[config.mk]
export PLATFORM = sky130hd
export DESIGN_NAME = operand_regfile
export DESIGN_NICKNAME = d
export VERILOG_FILES = /design/src/rtl/operand_regfile.sv
export SDC_FILE = /design/constraint.sdc
export NUM_CORES = 1
export LEC_CHECK = 0
export CAP_MARGIN = 30
export CORE_ASPECT_RATIO = 0.9
export CORE_MARGIN = 1
export CORE_UTILIZATION = 35
export DETAILED_ROUTE_END_ITERATION = 8
export SYNTH_ARGS = -nofsm -noshare
export SYNTH_HDL_FRONTEND = slang
export SYNTH_SLANG_ARGS = --single-unit
[constraint.sdc]
create_clock -name clk -period 1.1 [get_ports clk]
set_input_delay 0.165 -clock clk [delete_from_list [all_inputs] [get_ports clk]]
set_output_delay 0.165 -clock clk [all_outputs]
set_load 0.02 [all_outputs]
[src/rtl/operand_regfile.sv]
// Operand register file: one write port, two registered read ports
// with write-first bypass and an optional hardwired-zero r0.
module operand_regfile #(
    parameter int unsigned WIDTH   = 8,
    parameter int unsigned DEPTH   = 4,
    parameter int unsigned AW      = 2,
    parameter bit          ZERO_R0 = 1'b1
) (
    input  logic             clk,
    input  logic             rst,
    input  logic             we,
    input  logic [AW-1:0]    waddr,
    input  logic [WIDTH-1:0] wdata,
    input  logic             ren,
    input  logic [AW-1:0]    raddr0,
    input  logic [AW-1:0]    raddr1,
    output logic [WIDTH-1:0] rdata0,
    output logic [WIDTH-1:0] rdata1,
    output logic             rvalid
);

    localparam logic [AW:0] DEPTH_W = (AW+1)'(DEPTH);

    logic             wr_in_range;
    logic             wr_is_r0;
    logic             wr_ok;
    logic [WIDTH-1:0] regs_q  [DEPTH];
    logic [AW-1:0]    raddr   [2];
    logic [WIDTH-1:0] rval    [2];
    logic [WIDTH-1:0] rdata_d [2];
    logic [WIDTH-1:0] rdata_q [2];
    logic             rvalid_d;
    logic             rvalid_q;

    assign wr_in_range = ({1'b0, waddr} < DEPTH_W);
    assign wr_is_r0    = ZERO_R0 && (waddr == '0);
    assign wr_ok       = we && wr_in_range && !wr_is_r0;

    assign raddr[0] = raddr0;
    assign raddr[1] = raddr1;

    for (genvar g = 0; g < DEPTH; g++) begin : g_reg
        always_ff @(posedge clk or posedge rst) begin
            if (rst) begin
                regs_q[g] <= '0;
            end else if (wr_ok && (waddr == AW'(g))) begin
                regs_q[g] <= wdata;
            end
        end
    end

    // Only accepted writes are bypassed, so a rejected write never leaks.
    always_comb begin
        for (int p = 0; p < 2; p++) begin
            rval[p] = '0;
            if ({1'b0, raddr[p]} >= DEPTH_W) begin
                rval[p] = '0;
            end else if (ZERO_R0 && (raddr[p] == '0)) begin
                rval[p] = '0;
            end else if (wr_ok && (waddr == raddr[p])) begin
                rval[p] = wdata;
            end else begin
                for (int r = 0; r < DEPTH; r++) begin
                    if (raddr[p] == AW'(r)) begin
                        rval[p] = regs_q[r];
                    end
                end
            end
        end
    end

    always_comb begin
        for (int p = 0; p < 2; p++) begin
            rdata_d[p] = ren ? rval[p] : rdata_q[p];
        end
        rvalid_d = ren;
    end

    always_ff @(posedge clk or posedge rst) begin
        if (rst) begin
            rdata_q[0] <= '0;
            rdata_q[1] <= '0;
            rvalid_q   <= 1'b0;
        end else begin
            rdata_q[0] <= rdata_d[0];
            rdata_q[1] <= rdata_d[1];
            rvalid_q   <= rvalid_d;
        end
    end

    assign rdata0 = rdata_q[0];
    assign rdata1 = rdata_q[1];
    assign rvalid = rvalid_q;

endmodule

==> Yosys cells after proc, flatten, opt, wreduce, memory -nomap -nowiden <==
Cells that the tools add are included.
{ "classes": {"eq_ne": 11, "n_mux": 10, "reduce_logical": 10} }
{ "op_table": {"columns": ["operator", "n"], "rows": [
  ["2-to-1 mux 8 bit", 10],
  ["equality test 2 bit (second input constant)", 6],
  ["equality test 2 x 1 -> 1 bit (second input constant)", 3],
  ["logical AND 1 bit", 6],
  ["logical NOT 2 bit", 3],
  ["equality test 2 bit", 2],
  ["logical NOT 1 bit", 1]
]} }
{ "word_totals": {"reg_bits": 41, "inputBits": 18, "output_inout_bits": 17, "word_cells": 37} }

==> Depth between registers and ports, before layout <==
{ "depth": {"word_depth": 6, "ltp_mapped": 6, "mapped_depth_nobuf": 4} }

==> Worst setup path after synthesis <==
No wires, ideal clock.
{ "synth_path": {"path_type": "input to register", "startpoint": "input port we", "endpoint": "register rdata_q (netlist bit rdata1[7])", "setup_ps": 126, "arrival_time_ps": 1072, "required_time_ps": 974, "slack_ps": -98, "path_stages": 5, "n_path_buf": 1, "path_cell_list": "buf_4 nor4bb_1 a211oi_2 nor2b_1 a221o_1"} }
{ "synth_between": {"elab_chain_cells": 4} }
{ "synth_rtl": {"columns": ["item", "line_no", "rtl"], "rows": [
  ["from (decl)", "11", "input logic we,"],
  ["logical AND 1 bit", "37", "assign wr_ok = we && wr_in_range && !wr_is_r0;"],
  ["logical AND 1 bit", "60", "end else if (wr_ok && (waddr == raddr[p])) begin"],
  ["2-to-1 mux 8 bit", "60", null],
  ["2-to-1 mux 8 bit", "58", "end else if (ZERO_R0 && (raddr[p] == '0)) begin"],
  ["to (decl)", "31", "logic [WIDTH-1:0] rdata_q [2];"]
]} }
Every way passes these cells.
A chain may end at the register's enable or synchronous reset.

==> Worst setup path after layout <==
{ "layout_path": {"startpoint": "register regs_q[15] in the netlist's numbering", "endpoint": "register rdata_q (netlist bit rdata1[7])"} }
{ "layout_between": {"elab_chain_cells": 4} }
{ "layout_rtl": {"columns": ["item", "line_no", "rtl"], "rows": [
  ["from (decl)", "27", "logic [WIDTH-1:0] regs_q [DEPTH];"],
  ["from (signal, indexed assignment)", "47", "regs_q[g] <= wdata;"],
  ["2-to-1 mux 8 bit (2 in a row)", "64", "if (raddr[p] == AW'(r)) begin"],
  ["2-to-1 mux 8 bit", "60", null],
  ["2-to-1 mux 8 bit", "58", null]
]} }
Every way passes these cells.

==> impl_metrics.py <==
metrics = {
    "timing": {
        "finClkSkew_ns": 0.00757,
        "holdWs_ns": 0.257,
        "rsz0062_at_grt": "true",
        "fin_tns_setup_ns": -0.166,
        "max_freq_mhz": 790,
        "finalHoldViolations": 0,
        "timing.final.max_slew_violations": 0,
        "worst_slew_margin_rel": 0.841,
        "tightestPinTransition_ns": 0.238,
        "final.period_utilization": 1.15,
        "setup_slack_ns": -0.166,
        "post-route-min-period_ns": 1.27,
        "setup-violations-final": 1,
    },
    "logic_synthesis": {
        "syn-num-nets": 183,
        "avgSynthCellArea_sq_um": 12.6,
        "yosys.cell_types.count": 31,
        "synth_cells": 165,
        "ys_warn_count": 0,
        "synth_sequential_area_ratio": 0.492,
        "mappedNetlistArea_sq_um": 2080,
        "flops_latches_synth": 41,
    },
    "drt": {
        "detailroute.wirelength.met2_mm": 2.63,
        "wire_per_inst_um": 18.3,
        "met3WireLength_um": 320,
        "first_iter_violations": 129,
        "residual_drc": 0,
        "dr.pass1.iters": 4,
        "detail-route-antenna-nets": 0,
        "detailroute.via_count": 1711,
        "met1Wirelength_mm": 2.53,
        "routed_wirelength_mm": 5.57,
        "topRoutingLayerUsed": "met4",
        "via_per_inst": 5.61,
    },
    "final_layout": {
        "multi_input_comb_area_sq_um": 1040,
        "regArea_sq_um": 1030,
        "final_standard_cell_area_without_fillers_sq_um": 2840,
        "antenna_cells": 0,
        "count_of_placed_standard_cells_in_the_final_layout_fillers_left_out": 305,
        "areaGrowthSynthToFinish_pct": 36.3,
        "layout.nets": 252,
        "layout-drive-gt1-share": 0.540,
        "final.fill_count": 519,
    },
    "setup_path": {
        "r2r.worst_path.cells": 4,
        "crit_fanout": 3,
        "reg2reg_to": "rdata1[7]$_DFFE_PP0P_",
        "worstPathRequired_ns": 1.28,
        "rr_startpoint": "regs_q[15]$_DFFE_PP0P_",
        "critical_path_class": "reg -> reg",
        "r2r_slack_ns": -0.17,
        "worstPathArrival_ns": 1.45,
        "timing.critical_path.from_type": "flip-flop",
        "timing.critical_path.to_type": "flip-flop",
    },
    "floorplanning": {
        "initial_core_util": 0.366,
        "die_width_um": 83.3,
        "floorplan.io_pins": 35,
        "floorplan.core_area_sq_um": 5690,
        "chipHeight_um": 75.2,
        "dieArea_sq_um": 6270,
        "placement_rows": 26,
    },
    "outcome": {
        "failed_checks": "setup timing",
        "status": "finished with violations",
    },
    "placement": {
        "final_hpwl_from_detailed_placement_mm": 3.89,
        "gp_congestion": 0.905,
        "dpl-instance-area_sq_um": 2760,
        "placed_cells": 297,
        "placement.io_buffers": 34,
    },
    "clock_network": {
        "clkTransAtPathRegs_ns": 0.08,
        "clock_tree.root_cell": "sky130_fd_sc_hd__clkbuf_8",
        "cts_tree": "built",
        "insertion_delay_ns": 0.29,
        "cts_hold_buf": 0,
        "tritoncts.num_buffers": 5,
        "post-cts-setup-buffer-count": 0,
        "cts_num_sinks": 41,
        "clk_path_buf_depth": 2,
        "cts_max_level": 2,
    },
    "global_route": {
        "grt-ovfl-total": 0,
        "grt_pass1_wl_mm": 9.00,
        "grt_use_total": 0.185,
        "first_global_vias": 1751,
        "grt_start_max_net_pins": 42,
        "grt_antenna_before_repair": 0,
    },
    "pwr": {
        "ir_drop_mv": 0.707,
        "pwr_density_cell_nw_per_um2": 1550,
        "report.power.total_w": 0.00439,
        "p_leak_nw": 1.27,
    },
    "min_path": {
        "hold_path_class": "in -> async",
    },
    "job": {
        "maxCapViolCount": 0,
    },
}
where the power goes:
| part | internal [W] | switching (W) |
|---|---|---|
| Clock | 0.000740 | 0.000526 |
| Combinational | 0.000622 | 0.000552 |
| Sequential | 0.00177 | 0.000181 |
| Total | 0.00313 | 0.00126 |
flip-flops by register name (all words and copies together), names as in the netlist:
name	count
rdata1	8
rvalid	1
regs_q	24
rdata0	8
worst max-delay path, cell delays in order (launching register included):
cell,delay [ns]
sky130_fd_sc_hd__dfrtp_1,0.39
sky130_fd_sc_hd__mux2_4,0.28
sky130_fd_sc_hd__a32oi_2,0.17
sky130_fd_sc_hd__nor2b_1,0.07
sky130_fd_sc_hd__a221o_1,0.26
what timing repair did:
item / 4_1_cts / 5_1_grt
endpoints found under the hold margin: 0 / 0
endpoints found under the setup margin: 57 / 18
pin swaps: 4 / 5
resized for setup: 99 / 12
routing by layer:
| layer | track usage | vias to the layer above |
|---|---|---|
| li1 | - | 775 |
| met1 | 0.248 | 856 |
| met2 | 0.311 | 70 |
| met3 | 0.0406 | 10 |
| met4 | 0.0460 | 0 |
| met5 | 0 | - |
kinds of logic (layout without fill, tap and decap cells):
| logic type | count (synthesis) | after routing | synth area share |
|---|---|---|---|
| and+or+nand+nor | 15 | 15 | 0.0559 |
| xor gates and xnor gates | 2 | 2 | 0.00841 |
| AOI/OAI and AO/OA | 54 | 54 | 0.185 |
| buffers and inverters | 13 | 83 | 0.0420 |
| muxes | 40 | 40 | 0.216 |
| DFF | 41 | 41 | 0.492 |
layout make-up:
class                           count  area share
Tap cell                           70      0.0308
Sequential cell                    41       0.361
Multi-Input combinational cell    111       0.366
Clock inverter                      1      0.0106
Inverter                            2     0.00441
Clock buffer                        7      0.0304
Timing Repair Buffer               73       0.197
synthesized netlist by cell type:
master,n,area (sq um)
sky130_fd_sc_hd__inv_1,1,3.75
sky130_fd_sc_hd__clkinv_1,1,3.75
sky130_fd_sc_hd__buf_6,3,33.8
sky130_fd_sc_hd__a21o_1,1,7.51
sky130_fd_sc_hd__o22ai_2,1,12.5
sky130_fd_sc_hd__nand4_1,2,12.5
sky130_fd_sc_hd__nor4bb_1,1,10.0
sky130_fd_sc_hd__o2bb2ai_1,1,8.76
sky130_fd_sc_hd__a221o_1,1,10.0
sky130_fd_sc_hd__o21ai_1,8,40.0
sky130_fd_sc_hd__buf_4,4,30.0
sky130_fd_sc_hd__mux2_2,40,450
sky130_fd_sc_hd__and4_1,1,8.76
sky130_fd_sc_hd__buf_1,2,7.51
sky130_fd_sc_hd__nand3b_4,1,20.0
sky130_fd_sc_hd__nand4bb_1,1,11.3
sky130_fd_sc_hd__xor2_1,2,17.5
sky130_fd_sc_hd__a22oi_1,30,225
sky130_fd_sc_hd__and4b_1,1,10.0
sky130_fd_sc_hd__dfrtp_1,41,1030
sky130_fd_sc_hd__o21ai_0,8,40.0
sky130_fd_sc_hd__a21oi_2,1,8.76
sky130_fd_sc_hd__buf_2,1,5.00
sky130_fd_sc_hd__nor2b_1,3,18.8
sky130_fd_sc_hd__a211oi_2,1,12.5
sky130_fd_sc_hd__nand3_1,2,10.0
sky130_fd_sc_hd__nand2_1,2,7.51
sky130_fd_sc_hd__nand3b_1,1,7.51
sky130_fd_sc_hd__a311o_2,1,11.3
sky130_fd_sc_hd__a32oi_1,1,8.76
sky130_fd_sc_hd__clkbuf_1,1,3.75
through the flow:
| stage | setup slack [ns] | utilization |
|---|---|---|
| floorplan | -0.0673 | - |
| global placement | -0.672 | 0.484 |
| detailed placement | -0.743 | 0.484 |
| CTS | -0.174 | 0.496 |
| global route | -0.217 | 0.499 |
| finish | -0.166 | 0.499 |
placed cells by master, fill, tap and decap left out, types with 3 or more instances in the layout:
cell and n:
sky130_fd_sc_hd__a22oi_1 26, sky130_fd_sc_hd__a22oi_2 4, sky130_fd_sc_hd__buf_2 19, sky130_fd_sc_hd__buf_4 34, sky130_fd_sc_hd__buf_6 4, sky130_fd_sc_hd__clkbuf_8 6
sky130_fd_sc_hd__clkdlybuf4s50_1 9, sky130_fd_sc_hd__dfrtp_1 41, sky130_fd_sc_hd__dlygate4sd2_1 3, sky130_fd_sc_hd__mux2_2 39, sky130_fd_sc_hd__o21ai_0 3, sky130_fd_sc_hd__o21ai_1 10
sky130_fd_sc_hd__o21ai_2 3
how the worst max path moves through the flow:
stage | end | slack, ns | cells past startpoint | startpoint
6_report | rdata1[7]$_DFFE_PP0P_ | -0.17 | 4 | regs_q[15]$_DFFE_PP0P_
5_1_grt | rdata1[7]$_DFFE_PP0P_ | -0.22 | 4 | regs_q[15]$_DFFE_PP0P_
4_1_cts | rdata1[7]$_DFFE_PP0P_ | -0.17 | 4 | regs_q[15]$_DFFE_PP0P_
3_5_place_dp | rdata1[4]$_DFFE_PP0P_ | -0.74 | 6 | waddr[1]
3_3_place_gp | rdata1[4]$_DFFE_PP0P_ | -0.67 | 6 | waddr[1]
2_1_floorplan | rdata1[7]$_DFFE_PP0P_ | -0.07 | 4 | regs_q[7]$_DFFE_PP0P_
Power figures use the tool's default switching activity.
